## config.mk

```make
export PLATFORM = sky130hd
export DESIGN_NAME = updown_bcd_counter_n
export DESIGN_NICKNAME = d
export VERILOG_FILES = /design/src/rtl/updown_bcd_counter_n_pkg.sv /design/src/rtl/updown_bcd_counter_n_seg7.sv /design/src/rtl/updown_bcd_counter_n.sv
export SDC_FILE = /design/constraint.sdc
export NUM_CORES = 1
export LEC_CHECK = 0
export ABC_AREA = 1
export CAP_MARGIN = 20
export CORE_ASPECT_RATIO = 2
export CORE_MARGIN = 2
export CORE_UTILIZATION = 55
export CTS_BUF_LIST = sky130_fd_sc_hd__clkbuf_8 sky130_fd_sc_hd__clkbuf_16
export CTS_CLUSTER_DIAMETER = 40
export DETAILED_ROUTE_END_ITERATION = 10
export PLACE_DENSITY = 0.85
export SYNTH_ARGS = -nofsm -noshare
export SYNTH_HDL_FRONTEND = slang
export SYNTH_SLANG_ARGS = --single-unit
```

## constraint.sdc

```tcl
create_clock -name clk -period 2.78 [get_ports clk]
set_input_delay 0.834 -clock clk [delete_from_list [all_inputs] [get_ports clk]]
set_output_delay 0.834 -clock clk [all_outputs]
set_load 0.02 [all_outputs]
```

## src/rtl/updown_bcd_counter_n_pkg.sv

```systemverilog
// Shared definitions for the N-digit BCD up/down counter: FSM states,
// 7-segment patterns and BCD helpers.
package updown_bcd_counter_n_pkg;

    typedef enum logic [1:0] {
        ST_IDLE  = 2'd0,
        ST_RUN   = 2'd1,
        ST_PAUSE = 2'd2,
        ST_DONE  = 2'd3
    } state_t;

    localparam logic [6:0] SEG_BLANK = 7'h00;

    // Segment order is {g,f,e,d,c,b,a}, active-high.
    function automatic logic [6:0] seg7_pattern(input logic [3:0] d);
        case (d)
            4'd0:    return 7'h3F;
            4'd1:    return 7'h06;
            4'd2:    return 7'h5B;
            4'd3:    return 7'h4F;
            4'd4:    return 7'h66;
            4'd5:    return 7'h6D;
            4'd6:    return 7'h7D;
            4'd7:    return 7'h07;
            4'd8:    return 7'h7F;
            4'd9:    return 7'h6F;
            default: return SEG_BLANK;
        endcase
    endfunction

    function automatic logic [3:0] bcd_clamp(input logic [3:0] d);
        return (d > 4'd9) ? 4'd9 : d;
    endfunction

endpackage

```

## src/rtl/updown_bcd_counter_n_seg7.sv

```systemverilog
// Combinational BCD to 7-segment decoder; codes 0xA-0xF decode to blank.
module updown_bcd_counter_n_seg7
    import updown_bcd_counter_n_pkg::*;
(
    input  logic [3:0] i_bcd,
    output logic [6:0] o_seg
);

    assign o_seg = seg7_pattern(i_bcd);

endmodule

```

## src/rtl/updown_bcd_counter_n.sv

```systemverilog
// N-digit BCD up/down counter with start/pause FSM, parallel load, wrap/stop
// mode and a registered, glitch-free multiplexed 7-segment driver.
module updown_bcd_counter_n
    import updown_bcd_counter_n_pkg::*;
#(
    parameter int DIGITS      = 2,
    parameter int TICK_DIV    = 12_500_000,
    parameter int REFRESH_DIV = 125_000,
    parameter int WRAP        = 0,
    parameter int SEG_ACT_LOW = 0,
    parameter int AN_ACT_LOW  = 0
) (
    input  logic                  clk,
    input  logic                  rst_btn,
    input  logic                  start_btn,
    input  logic                  sw,
    input  logic                  load_en,
    input  logic [4*DIGITS-1:0]   load_val,
    output logic [6:0]            seg,
    output logic [DIGITS-1:0]     an,
    output logic [4*DIGITS-1:0]   count_debug,
    output logic                  running,
    output logic                  done
);

    localparam int CW = 4 * DIGITS;
    localparam int TW = (TICK_DIV > 1) ? $clog2(TICK_DIV) : 1;
    localparam int RW = (REFRESH_DIV > 1) ? $clog2(REFRESH_DIV) : 1;
    localparam int IW = (DIGITS > 1) ? $clog2(DIGITS) : 1;

    localparam logic [TW-1:0]     TICK_LAST = TW'(TICK_DIV - 1);
    localparam logic [RW-1:0]     REF_LAST  = RW'(REFRESH_DIV - 1);
    localparam logic [IW-1:0]     IDX_LAST  = IW'(DIGITS - 1);
    localparam logic [CW-1:0]     ALL_NINES = {DIGITS{4'h9}};
    localparam logic [6:0]        SEG_MASK  = (SEG_ACT_LOW != 0) ? 7'h7F : 7'h00;
    localparam logic [DIGITS-1:0] AN_MASK   = (AN_ACT_LOW != 0) ? {DIGITS{1'b1}} : '0;
    localparam logic [DIGITS-1:0] AN_RESET  = DIGITS'(1) ^ AN_MASK;

    logic            r_s1, r_s2, r_s3;
    state_t          r_state;
    state_t          w_state_next;
    logic [CW-1:0]   r_count;
    logic [TW-1:0]   r_presc;
    logic [RW-1:0]   r_ref;
    logic [IW-1:0]   r_idx;
    logic [6:0]      r_seg;
    logic [DIGITS-1:0] r_an;
    logic            r_running;
    logic            r_done;

    logic            w_start;
    logic            w_tick;
    logic            w_terminal;
    logic [CW-1:0]   w_preset;
    logic [CW-1:0]   w_stepped;
    logic [CW-1:0]   w_loaded;
    logic [CW-1:0]   w_count_next;
    logic            w_carry;
    logic [3:0]      w_dig;
    logic            w_do_load, w_do_preset, w_do_step, w_done;
    logic            w_presc_clr, w_presc_run;
    logic            w_ref_wrap;
    logic [IW-1:0]   w_idx_next;
    logic [3:0]      w_sel_digit;
    logic [6:0]      w_seg_dec;
    logic [DIGITS-1:0] w_an_next;

    // Start button: two-flop synchroniser plus edge register.
    always_ff @(posedge clk or posedge rst_btn) begin
        if (rst_btn) begin
            r_s1 <= 1'b0;
            r_s2 <= 1'b0;
            r_s3 <= 1'b0;
        end else begin
            r_s1 <= start_btn;
            r_s2 <= r_s1;
            r_s3 <= r_s2;
        end
    end

    assign w_start    = r_s2 & ~r_s3;
    assign w_tick     = (r_presc == TICK_LAST);
    assign w_preset   = sw ? ALL_NINES : '0;
    assign w_terminal = sw ? (r_count == '0) : (r_count == ALL_NINES);

    for (genvar g = 0; g < DIGITS; g++) begin : g_load
        assign w_loaded[4*g +: 4] = bcd_clamp(load_val[4*g +: 4]);
    end

    // Ripple carry (up) / borrow (down) through the digits, LSD first.
    always_comb begin
        w_stepped = r_count;
        w_carry   = 1'b1;
        w_dig     = 4'd0;
        for (int i = 0; i < DIGITS; i++) begin
            w_dig = r_count[4*i +: 4];
            if (w_carry) begin
                if (!sw) begin
                    w_carry            = (w_dig == 4'd9);
                    w_stepped[4*i +: 4] = w_carry ? 4'd0 : w_dig + 4'd1;
                end else begin
                    w_carry            = (w_dig == 4'd0);
                    w_stepped[4*i +: 4] = w_carry ? 4'd9 : w_dig - 4'd1;
                end
            end
        end
    end

    always_ff @(posedge clk or posedge rst_btn) begin
        if (rst_btn) r_state <= ST_IDLE;
        else         r_state <= w_state_next;
    end

    // Load beats start in the same cycle; a start pulse in RUN beats a tick.
    always_comb begin
        w_state_next = r_state;
        w_do_load    = 1'b0;
        w_do_preset  = 1'b0;
        w_do_step    = 1'b0;
        w_done       = 1'b0;
        w_presc_clr  = 1'b0;
        w_presc_run  = 1'b0;
        case (r_state)
            ST_IDLE: begin
                if (load_en) begin
                    w_do_load = 1'b1;
                end else if (w_start) begin
                    w_state_next = ST_RUN;
                    w_do_preset  = 1'b1;
                    w_presc_clr  = 1'b1;
                end
            end
            ST_RUN: begin
                if (w_start) begin
                    w_state_next = ST_PAUSE;
                end else begin
                    w_presc_run = 1'b1;
                    if (w_tick) begin
                        if (w_terminal) begin
                            w_done = 1'b1;
                            if (WRAP != 0) w_do_preset  = 1'b1;
                            else           w_state_next = ST_DONE;
                        end else begin
                            w_do_step = 1'b1;
                        end
                    end
                end
            end
            ST_PAUSE: begin
                if (load_en) begin
                    w_do_load = 1'b1;
                end else if (w_start) begin
                    w_state_next = ST_RUN;
                end
            end
            ST_DONE: begin
                if (load_en) begin
                    w_do_load    = 1'b1;
                    w_state_next = ST_PAUSE;
                end else if (w_start) begin
                    w_state_next = ST_RUN;
                    w_do_preset  = 1'b1;
                    w_presc_clr  = 1'b1;
                end
            end
            default: w_state_next = ST_IDLE;
        endcase
    end

    always_comb begin
        w_count_next = r_count;
        if (w_do_load)        w_count_next = w_loaded;
        else if (w_do_preset) w_count_next = w_preset;
        else if (w_do_step)   w_count_next = w_stepped;
    end

    always_ff @(posedge clk or posedge rst_btn) begin
        if (rst_btn) begin
            r_count   <= '0;
            r_presc   <= '0;
            r_running <= 1'b0;
            r_done    <= 1'b0;
        end else begin
            r_count   <= w_count_next;
            r_running <= (w_state_next == ST_RUN);
            r_done    <= w_done;
            if (w_presc_clr)
                r_presc <= '0;
            else if (w_presc_run)
                r_presc <= w_tick ? '0 : r_presc + 1'b1;
        end
    end

    assign w_ref_wrap = (r_ref == REF_LAST);
    assign w_idx_next = !w_ref_wrap ? r_idx :
                        (r_idx == IDX_LAST) ? '0 : r_idx + 1'b1;

    // Decode from next-cycle count and index so an/seg land together with count.
    always_comb begin
        w_sel_digit = 4'd0;
        w_an_next   = '0;
        for (int i = 0; i < DIGITS; i++) begin
            w_an_next[i] = (w_idx_next == IW'(i));
            if (w_idx_next == IW'(i)) w_sel_digit = w_count_next[4*i +: 4];
        end
    end

    updown_bcd_counter_n_seg7 u_seg7 (
        .i_bcd (w_sel_digit),
        .o_seg (w_seg_dec)
    );

    always_ff @(posedge clk or posedge rst_btn) begin
        if (rst_btn) begin
            r_ref <= '0;
            r_idx <= '0;
            r_seg <= seg7_pattern(4'd0) ^ SEG_MASK;
            r_an  <= AN_RESET;
        end else begin
            r_ref <= w_ref_wrap ? '0 : r_ref + 1'b1;
            r_idx <= w_idx_next;
            r_seg <= w_seg_dec ^ SEG_MASK;
            r_an  <= w_an_next ^ AN_MASK;
        end
    end

    assign seg         = r_seg;
    assign an          = r_an;
    assign count_debug = r_count;
    assign running     = r_running;
    assign done        = r_done;

endmodule

```

# [Word level (Yosys, flattened, before mapping)]
# Memory sizes are Yosys's and may differ from the RTL's. A register that Yosys moved wholly into a read port is not among the register bits.
# Cells that the tools add are included.
[word_totals] register_bits=59 out_inout_bits=19 mem_count=1 romBits=112
[memory_table] memory="(no name shown)" depth=16 width=7 rd=1 rd_clocked_by_memory_dff=1 write_ports=0 line="updown_bcd_counter_n_pkg.sv:16" source="case (d)"
[op_classes] order_cmp=2 reduce_logical=8 bitwise_logic=3 muxes=44 n_eq_ne=9 addsub=7
[op_table] operator="$mux 24" n=3
[op_table] operator="$mux 4" n=10
[op_table] operator="$mux 8" n=4
[op_table] operator="$add 24x1->24 const B" n=1
[op_table] operator="$eq 24x24->1 const B" n=1
[op_table] operator="$mux 1" n=19
[op_table] operator="$add 17x1->17 const B" n=1
[op_table] operator="$eq 17x17->1 const B" n=1
[op_table] operator="$mux 17" n=1
[op_table] operator="$mux 2" n=6
[op_table] operator="$add 4x1->4 const B" n=2
[op_table] operator="$eq 4x4->1 const B" n=2
[op_table] operator="$eq 8x8->1 const B" n=1
[op_table] operator="$gt 4x4->1 const B" n=2
[op_table] operator="$logic_not 4->1" n=2
[op_table] operator="$logic_not 8->1" n=1
[op_table] operator="$sub 4x1->4 const B" n=2
[op_table] operator="$pmux 2 s3" n=1
[op_table] operator="$eq 2x1->1 const B" n=2
[op_table] operator="$eq 2x2->1 const B" n=2
[op_table] operator="$reduce_or 2->1" n=2
[op_table] operator="$reduce_or 3->1" n=1
[op_table] operator="$logic_not 2->1" n=1
[op_table] operator="$not 1->1" n=2
[op_table] operator="3 further kinds" n=3

# [Depth between registers and ports, before layout]
# Gate-level depths: netlist of the first run.
[depth] word_depth=10 depth_mapped=20

# [By module]
# A second synthesis of the first run with hierarchy kept.
[unflattened] cells_unflattened=554 area_unflattened_um2=4292.9
[by_module_without_submodules] module="updown_bcd_counter_n" seq_area_each_um2=1635.3 cells_each=515 n_inst=1 area_each_um2=4082.7
[by_module_without_submodules] module="updown_bcd_counter_n_seg7" seq_area_each_um2=0.0 cells_each=39 n_inst=1 area_each_um2=210.2

# [Worst setup path after synthesis of the first run]
# No wires, ideal clock.
[synth_path] kind="input -> register" from="input port sw" to="register r_seg[0], in the netlist seg[0]" arrival_time_ns=2.465 path_stages=19 n_path_buf=1 slack_ns=0.254 setup_time_ns=0.061 path_cell_list="buf_2 -> inv_1 -> nor2_1 -> nand2_1 -> nand2_1 -> nor2_2 -> nand2_2 -> nand2_1 -> o21ai_1 -> nand2_1 -> nand2_1 -> nand3_1 -> nand2_1 -> inv_1 -> ha_1 -> nand3b_1 -> nand2_1 -> nand2_1 -> nand2_1"
[synth_via] elab_chain_cells=9
[synth_rtl] element="start, declared" line="updown_bcd_counter_n.sv:16" source="input logic sw,"
[synth_rtl] element="$mux 1" line="updown_bcd_counter_n.sv:84" source="assign w_terminal = sw ? (r_count == '0) : (r_count == ALL_NINES);"
[synth_rtl] element="$mux 1" line="updown_bcd_counter_n.sv:139" source="if (w_terminal) begin"
[synth_rtl] element="$mux 1" line="updown_bcd_counter_n.sv:138" source="if (w_tick) begin"
[synth_rtl] element="$mux 1" line="updown_bcd_counter_n.sv:134" source="if (w_start) begin"
[synth_rtl] element="$mux 1" line="updown_bcd_counter_n.sv:123" source="case (r_state)"
[synth_rtl] element="$mux 8" line="updown_bcd_counter_n.sv:174" source="else if (w_do_step) w_count_next = w_stepped;"
[synth_rtl] element="$mux 8 *" line="updown_bcd_counter_n.sv:173" source="else if (w_do_preset) w_count_next = w_preset;"
[synth_rtl] element="$mux 8 *" line="updown_bcd_counter_n.sv:172" source="if (w_do_load) w_count_next = w_loaded;"
[synth_rtl] element="$mux 4 *" line="updown_bcd_counter_n.sv:204" source="if (w_idx_next == IW'(i)) w_sel_digit = w_count_next[4*i +: 4];"
[synth_rtl] element="end, declared" line="updown_bcd_counter_n.sv:46" source="logic [6:0] r_seg;"
# Every way passes the cells marked *; elsewhere a longest branch is shown, timed or not.
# A chain may end at the register's enable or synchronous reset.

# [Worst setup path in the final report of the first run]
[layout_path] from="register r_ref[0]" to="register r_seg[3], in the netlist seg[3]"
[layout_via] elab_chain_cells=3
[layout_rtl] element="start, declared" line="updown_bcd_counter_n.sv:44" source="logic [RW-1:0] r_ref;"
[layout_rtl] element="start signal, assigned" line="updown_bcd_counter_n.sv:220" source="r_ref <= w_ref_wrap ? '0 : r_ref + 1'b1;"
[layout_rtl] element="$eq 17x17->1" line="updown_bcd_counter_n.sv:194" source="assign w_ref_wrap = (r_ref == REF_LAST);"
[layout_rtl] element="$mux 1" line="updown_bcd_counter_n.sv:195" source="assign w_idx_next = !w_ref_wrap ? r_idx :"
[layout_rtl] element="$mux 4" line="updown_bcd_counter_n.sv:204"
# No other way between the ends.

==> run summary, run 1 <==
RSZ-0062 raised after global routing: false
status: completed
Leak: 2.58 nW
Post-route DRC: 0
root buffer cell: clkbuf_16
GRT Residual Overflow: 0
highest clock rate: 376 MHz
Synth area leader: dfrtp_1
core box area: 0.00721 mm²
final cycle utilization of the critical path: 95.7%
MaxCap Viol Count: 0
CTS Buf Count: 9
most frequent cells in the layout: nand2_1 (113), inv_1 (63), dfrtp_1 (55)
area fraction of the dominant cell type after synthesis: 35.8%
clk_lat worst skew: 0.34 ns
Synth async-reset ratio: 100%
Tightest Pin Transition: 0.517 ns
global-route wire length before repair: 17.1 mm
clock slew at reported path FFs: 0.05 ns
post-synthesis area per instance: 7.66 µm²
FF+latch count, synth: 65
Net Count, Synth: 560
# nets final: 635
port bufs: 31
Die ar.: 0.00811 mm²
Tmin final: 2.66 ns
setup ws final: 0.121 ns
Final Non-Filler Cells: 701
die extent in x: 64.7 µm
WL final: 10.0 mm
Design Area, Final: 0.00509 mm²
Detail Route Antenna Nets: 0
Hold Buf Count CTS: 0
largest net degree at the start of global routing: 57
leading cell type in the layout, fill and taps excluded: nand2_1
kind of critical path: reg2reg
setup skew after layout: 0.00494 ns
clock sinks: 65
Post-DP HPWL: 7.30 mm
Fin. Hold Viols: 0
drt pass-1 iters: 5
Yosys cell types: 44
CP Capture Type: flip-flop
Finished Core Util: 70.5%
htree depth: 3
Post-Synthesis Cells: 529
Mapped Area: 0.00405 mm²
Slew HR: 65.2%
Area after DPL: 0.00474 mm²
Die H: 125 µm
synth-to-layout area growth: 25.6%
num rows: 44
sequential fraction of the synthesis area: 40.4%
predominant post-synthesis flop cell: dfrtp_1
vias in the first global route: 3954
Post-synth EDFFs: 0
maximum fanout along the worst path: 5
Yosys warning total: 0
DRT iter0 DRCs: 322
hold crit path type: reg2reg
Initial Util: 56.2%
gp weighted congestion: 0.940
I/O pin count: 32
top cells by area, synth: dfrtp_1 (36%), nand2_1 (11%), inv_1 (6.2%), ha_1 (5.6%), nor2_1 (5.2%)
worst vdd ir: 0.591 mV
CTS tree: yes
Avg WL per Cell: 14.3 µm
via count: 3919
Total GRT Usage: 26.8%
CP startpoint kind: flip-flop
post-CTS setup buffers: 0
Final Total Pwr: 0.00399 W
Critical Path RT: 3.06 ns
antenna violations before repair: 0
Final Max Tran Viols: 0
Bufs on Longest Clock Path: 2
via/cell ratio: 5.59
final setup vio count: 0
worst slack, placed: -0.319 ns
Antenna Cells: 0
share of layout cells above drive strength 1: 20.9%
Power Density: 784 mW/mm²
Arr. time, crit path: 2.94 ns
DP Cell Count: 685
==> stage by stage <==
stage | setup TNS, ns | hold WS [ns]
after floorplan | 0 | 0.331
after global placement | -0.994 | 0.345
after detailed placement | -1.89 | 0.341
after CTS | 0 | 0.353
after global routing | 0 | 0.355
final | 0 | 0.348
==> cell type report <==
class / count / area [µm²]
clock buffer: 11 / 253
timing repair buffer: 68 / 606
clock inverter: 5 / 55.1
fill: 539 / 2120
tap: 92 / 115
sequential: 65 / 1640
multi-input combinational: 375 / 2100
inverter: 85 / 323
==> worst paths after layout <==
path	start	to	slack (ns)	cells past startpoint
min reg2reg	r_s1$_DFF_PP0_	r_s2$_DFF_PP0_	0.35	0
max in group asynchronous	rst_btn	seg[3]$_DFF_PP1_	1.42	3
max	r_ref[0]$_DFF_PP0_	seg[3]$_DFF_PP1_	0.12	13
max reg2reg	r_ref[0]$_DFF_PP0_	seg[3]$_DFF_PP1_	0.12	13
min in group asynchronous	rst_btn	r_ref[6]$_DFF_PP0_	0.75	2
min	r_s1$_DFF_PP0_	r_s2$_DFF_PP0_	0.35	0
==> cell usage after synthesis, drive strengths merged, types with 7 or more instances <==
| master | instances |
|---|---|
| ha | 18 |
| xor2 | 8 |
| nor2 | 65 |
| nand2 | 126 |
| inv | 83 |
| nand4 | 15 |
| a21oi | 28 |
| dfrtp | 58 |
| o21ai | 25 |
| dfstp | 7 |
| nand3 | 49 |
| nor3 | 15 |
==> logic make-up (layout without fill, tap and decap cells) <==
family                   count (synthesis)  after routing  synth area share, %
AO/OA/AOI/OAI                           64             64                 8.77
XOR/XNOR                                 9              9                 1.95
flip-flops                              65             65                 40.4
AND/OR/NAND/NOR                        284            284                 34.7
adder cells (fa/ha/maj)                 18             18                 5.56
buffers and inverters                   89            169                 8.68
==> sequential cells by signal (all words and copies together), names as in the netlist <==
name / cells
an: 2
count_debug: 8
done: 1
r_presc: 24
r_ref: 17
r_s1: 1
r_s2: 1
r_s3: 1
r_state: 2
running: 1
seg: 7
==> per-layer routing <==
layer / vias up / GRT usage (%) / part of all wire [%]
li1: 1874 / - / -
met1: 1868 / 26.8 / 36
met2: 138 / 49.9 / 56
met3: 39 / 4.68 / 4.2
met4: 0 / 15.1 / 3.8
met5: - / 0 / 0
==> report_power, final <==
group | internal, W | leakage [nW] | switching [W] | total (W)
Combinational | 0.000616 | 1.61 | 0.000851 | 0.00147
Clock | 0.000739 | 0.153 | 0.000413 | 0.00115
Sequential | 0.00117 | 0.816 | 0.000198 | 0.00137
Total | 0.00253 | 2.58 | 0.00146 | 0.00399
==> timing repair <==
item                                    CTS  global route
cloned                                    0             0
endpoints found under the setup margin    4             7
resized for setup                         5            15
pin swaps                                 1             1
==> critical path, cell delays in order (launching register included) <==
cell	delay [ns]
dfrtp_1	0.38
ha_1	0.20
nand2_1	0.09
nor4_1	0.43
nand2_1	0.22
nand2_1	0.10
nand2_1	0.19
nand3_1	0.18
nand2_2	0.09
ha_1	0.30
nand3b_1	0.21
nand2_1	0.12
nand2_1	0.05
nand2_1	0.05
(Power assumes the default switching activity.)
==> inputs of run 2 (changes only) <==
Settings changed: CORE_UTILIZATION 55 to 25, PLACE_DENSITY 0.85 to 0.5.
==> run summary, run 2 (synthesis results as in run 1) <==
Final Total Pwr: 0.00403 W (+0.94%)
Fin. Hold Viols: 0 (unchanged)
hold slack: 0.344 ns (-0.00379 ns)
worst vdd ir: 0.323 mV (-45%)
via count: 3775 (-3.7%)
most frequent cells in the layout: nand2_1 (114), inv_1 (65), buf_4 (57)
Die H: 184 µm (+47%)
# nets final: 656 (+3.3%)
global-route wire length before repair: 17.5 mm (+2.5%)
synth-to-layout area growth: 32.1%
uppermost layer routed: met5
most used cell, CP: nand2_1
Critical Path RT: 3.05 ns (about the same)
Bufs on Longest Clock Path: 2 (unchanged)
worst r2r src: count_debug[5]$_DFF_PP0_
Final Max Tran Viols: 0 (unchanged)
die extent in x: 94 µm (+45%)
hold path start: r_s1$_DFF_PP0_
Final Non-Filler Cells: 831 (+19%)
clock slew at reported path FFs: 0.05 ns (about the same)
max incr delay on CP: 0.42 ns (about the same)
final cycle utilization of the critical path: 91.9% (-3.7 points)
CP startpoint kind: primary input
CTS Buf Count: 9 (unchanged)
Detail Route Antenna Nets: 0 (unchanged)
CP Capture Type: flip-flop
Total GRT Usage: 12.9% (-14 points)
num rows: 65 (+48%)
leading cell type in the layout, fill and taps excluded: nand2_1
Met1 Wirelength: 3.91 mm (+8.7%)
max reg flops: 24 (unchanged)
core box area: 0.0159 mm² (+120%)
wire length on met2: 6.13 mm (+8.6%)
Worst Hold End: r_s2$_DFF_PP0_
Arr. time, crit path: 2.82 ns (-0.12 ns)
clock sinks: 65 (unchanged)
Slew HR: 75.8% (+11 points)
GRT Residual Overflow: 0 (unchanged)
I/O pin count: 32 (unchanged)
r2r worst-path depth: 19 (+6)
Initial Util: 25.5% (-31 points)
final setup vio count: 0 (unchanged)
Leak: 2.68 nW (+3.7%)
WL final: 10.6 mm (+5.7%)
share of layout cells above drive strength 1: 22.4% (+1.5 points)
setup skew after layout: 0.00681 ns (+0.00186 ns)
CP max-delay cell: clkdlybuf4s50_1
maximum fanout along the worst path: 4 (-1)
MaxCap Viol Count: 0 (unchanged)
Power Density: 753 mW/mm² (-4.0%)
status: completed
kind of critical path: in2reg
antenna violations before repair: 1 (+1)
R2R Path End: seg[3]$_DFF_PP1_
Tmin final: 2.56 ns (-0.103 ns)
gp weighted congestion: 0.888 (-5.5%)
met3 WL post-DR: 274 µm (-35%)
largest net degree at the start of global routing: 66 (+16%)
Hold Buf Count CTS: 0 (unchanged)
Post-route DRC: 0 (unchanged)
via/cell ratio: 4.54 (-19%)
Avg WL per Cell: 12.8 µm (-11%)
Biggest register: r_presc
Tightest Pin Transition: 0.360 ns (-0.157 ns)
Antenna Cells: 0 (unchanged)
Die ar.: 0.0173 mm² (+110%)
Post-DP HPWL: 8.37 mm (+15%)
drt pass-1 iters: 4 (-1)
port bufs: 31 (unchanged)
worst reg2reg setup slack: 0.28 ns (+0.16 ns)
root buffer cell: clkbuf_16
highest clock rate: 391 MHz (+4.0%)
htree depth: 3 (unchanged)
hold crit path type: reg2reg
DRT iter0 DRCs: 173 (-46%)
vias in the first global route: 3881 (-1.8%)
Hold Path Depth: 0 (unchanged)
DP Cell Count: 812 (+19%)
RSZ-0062 raised after global routing: false
CTS tree: yes
clk_lat worst skew: 0.33 ns (about the same)
cells along the critical path: clkdlybuf4s50_1 -> inv_1 -> nand2_1 -> or2_4 -> o21ai_1 -> inv_1 -> nand2_1 -> nand3_1 -> nand2_1 -> ha_1 -> nand3b_1 -> nand2_1 -> nand2_1 -> nand2_1
run 2: cell count changes in the layout (fill, tap and decap cells not counted), sizes merged:
cell and change:
clkdlybuf4s50 +1, dlymetal6s2s -1, inv -1, clkinv +2, clkbuf -1, buf +21
run 2: area by class of cell:
class                   instances  area [µm²]
clock buffers                  10         239
well taps                     201         251
repair buffers                 89         761
fillers                      1653       10500
multi-input cells             375        2080
inverters                      85         323
flip-flops and latches         65        1640
clock inverters                 6        57.6
run 2: repair_timing:
item | CTS | global route
endpoints found under the setup margin | 0 | 7
gates resized for setup | 0 | 10
buffers inserted | 0 | 3
run 2: worst max-delay path by stage:
stage / from / end / slack (ns) / cells past startpoint
final: load_en / seg[3]$_DFF_PP1_ / 0.22 / 14
after detailed placement: sw / seg[3]$_DFF_PP1_ / -0.26 / 18
after global placement: sw / seg[0]$_DFF_PP1_ / -0.22 / 19
after CTS: sw / seg[3]$_DFF_PP1_ / 0.07 / 18
after global routing: count_debug[0]$_DFF_PP0_ / seg[5]$_DFF_PP1_ / 0.005 / 20
after floorplan: sw / seg[0]$_DFF_PP1_ / 0.25 / 19
run 2: per-stage QoR:
step / setup WS, ns / area, µm² / utilization, % / setup TNS (ns)
floorplan: 0.254 / 4050 / - / 0
global placement: -0.222 / 5010 / 31.6 / -1.53
detailed placement: -0.262 / 5010 / 31.6 / -2.16
CTS: 0.0650 / 5310 / 33.5 / 0
global route: 0.00538 / 5350 / 33.7 / 0
finish: 0.224 / 5350 / 33.7 / 0
run 2: where the power goes:
part           internal (W)  leakage (nW)  switching [W]
combinational      0.000677          1.71       0.000857
clock              0.000712         0.148       0.000422
sequential          0.00117         0.816       0.000187
run 2: routing by layer:
| metal | up-vias | global-route usage [%] |
|---|---|---|
| met2 | 62 | 25.6 |
| met5 | - | 0 |
| met1 | 1785 | 12.2 |
| met4 | 2 | 5.74 |
| li1 | 1904 | - |
| met3 | 22 | 2.42 |
run 2: critical path: cells and delay by family:
| family | cells | cell delay, ns |
|---|---|---|
| AND/OR/NAND/NOR | 9 | 0.99 |
| buffers and inverters | 3 | 0.62 |
| adder cells (fa/ha/maj) | 1 | 0.24 |
| AO/OA/AOI/OAI | 1 | 0.13 |
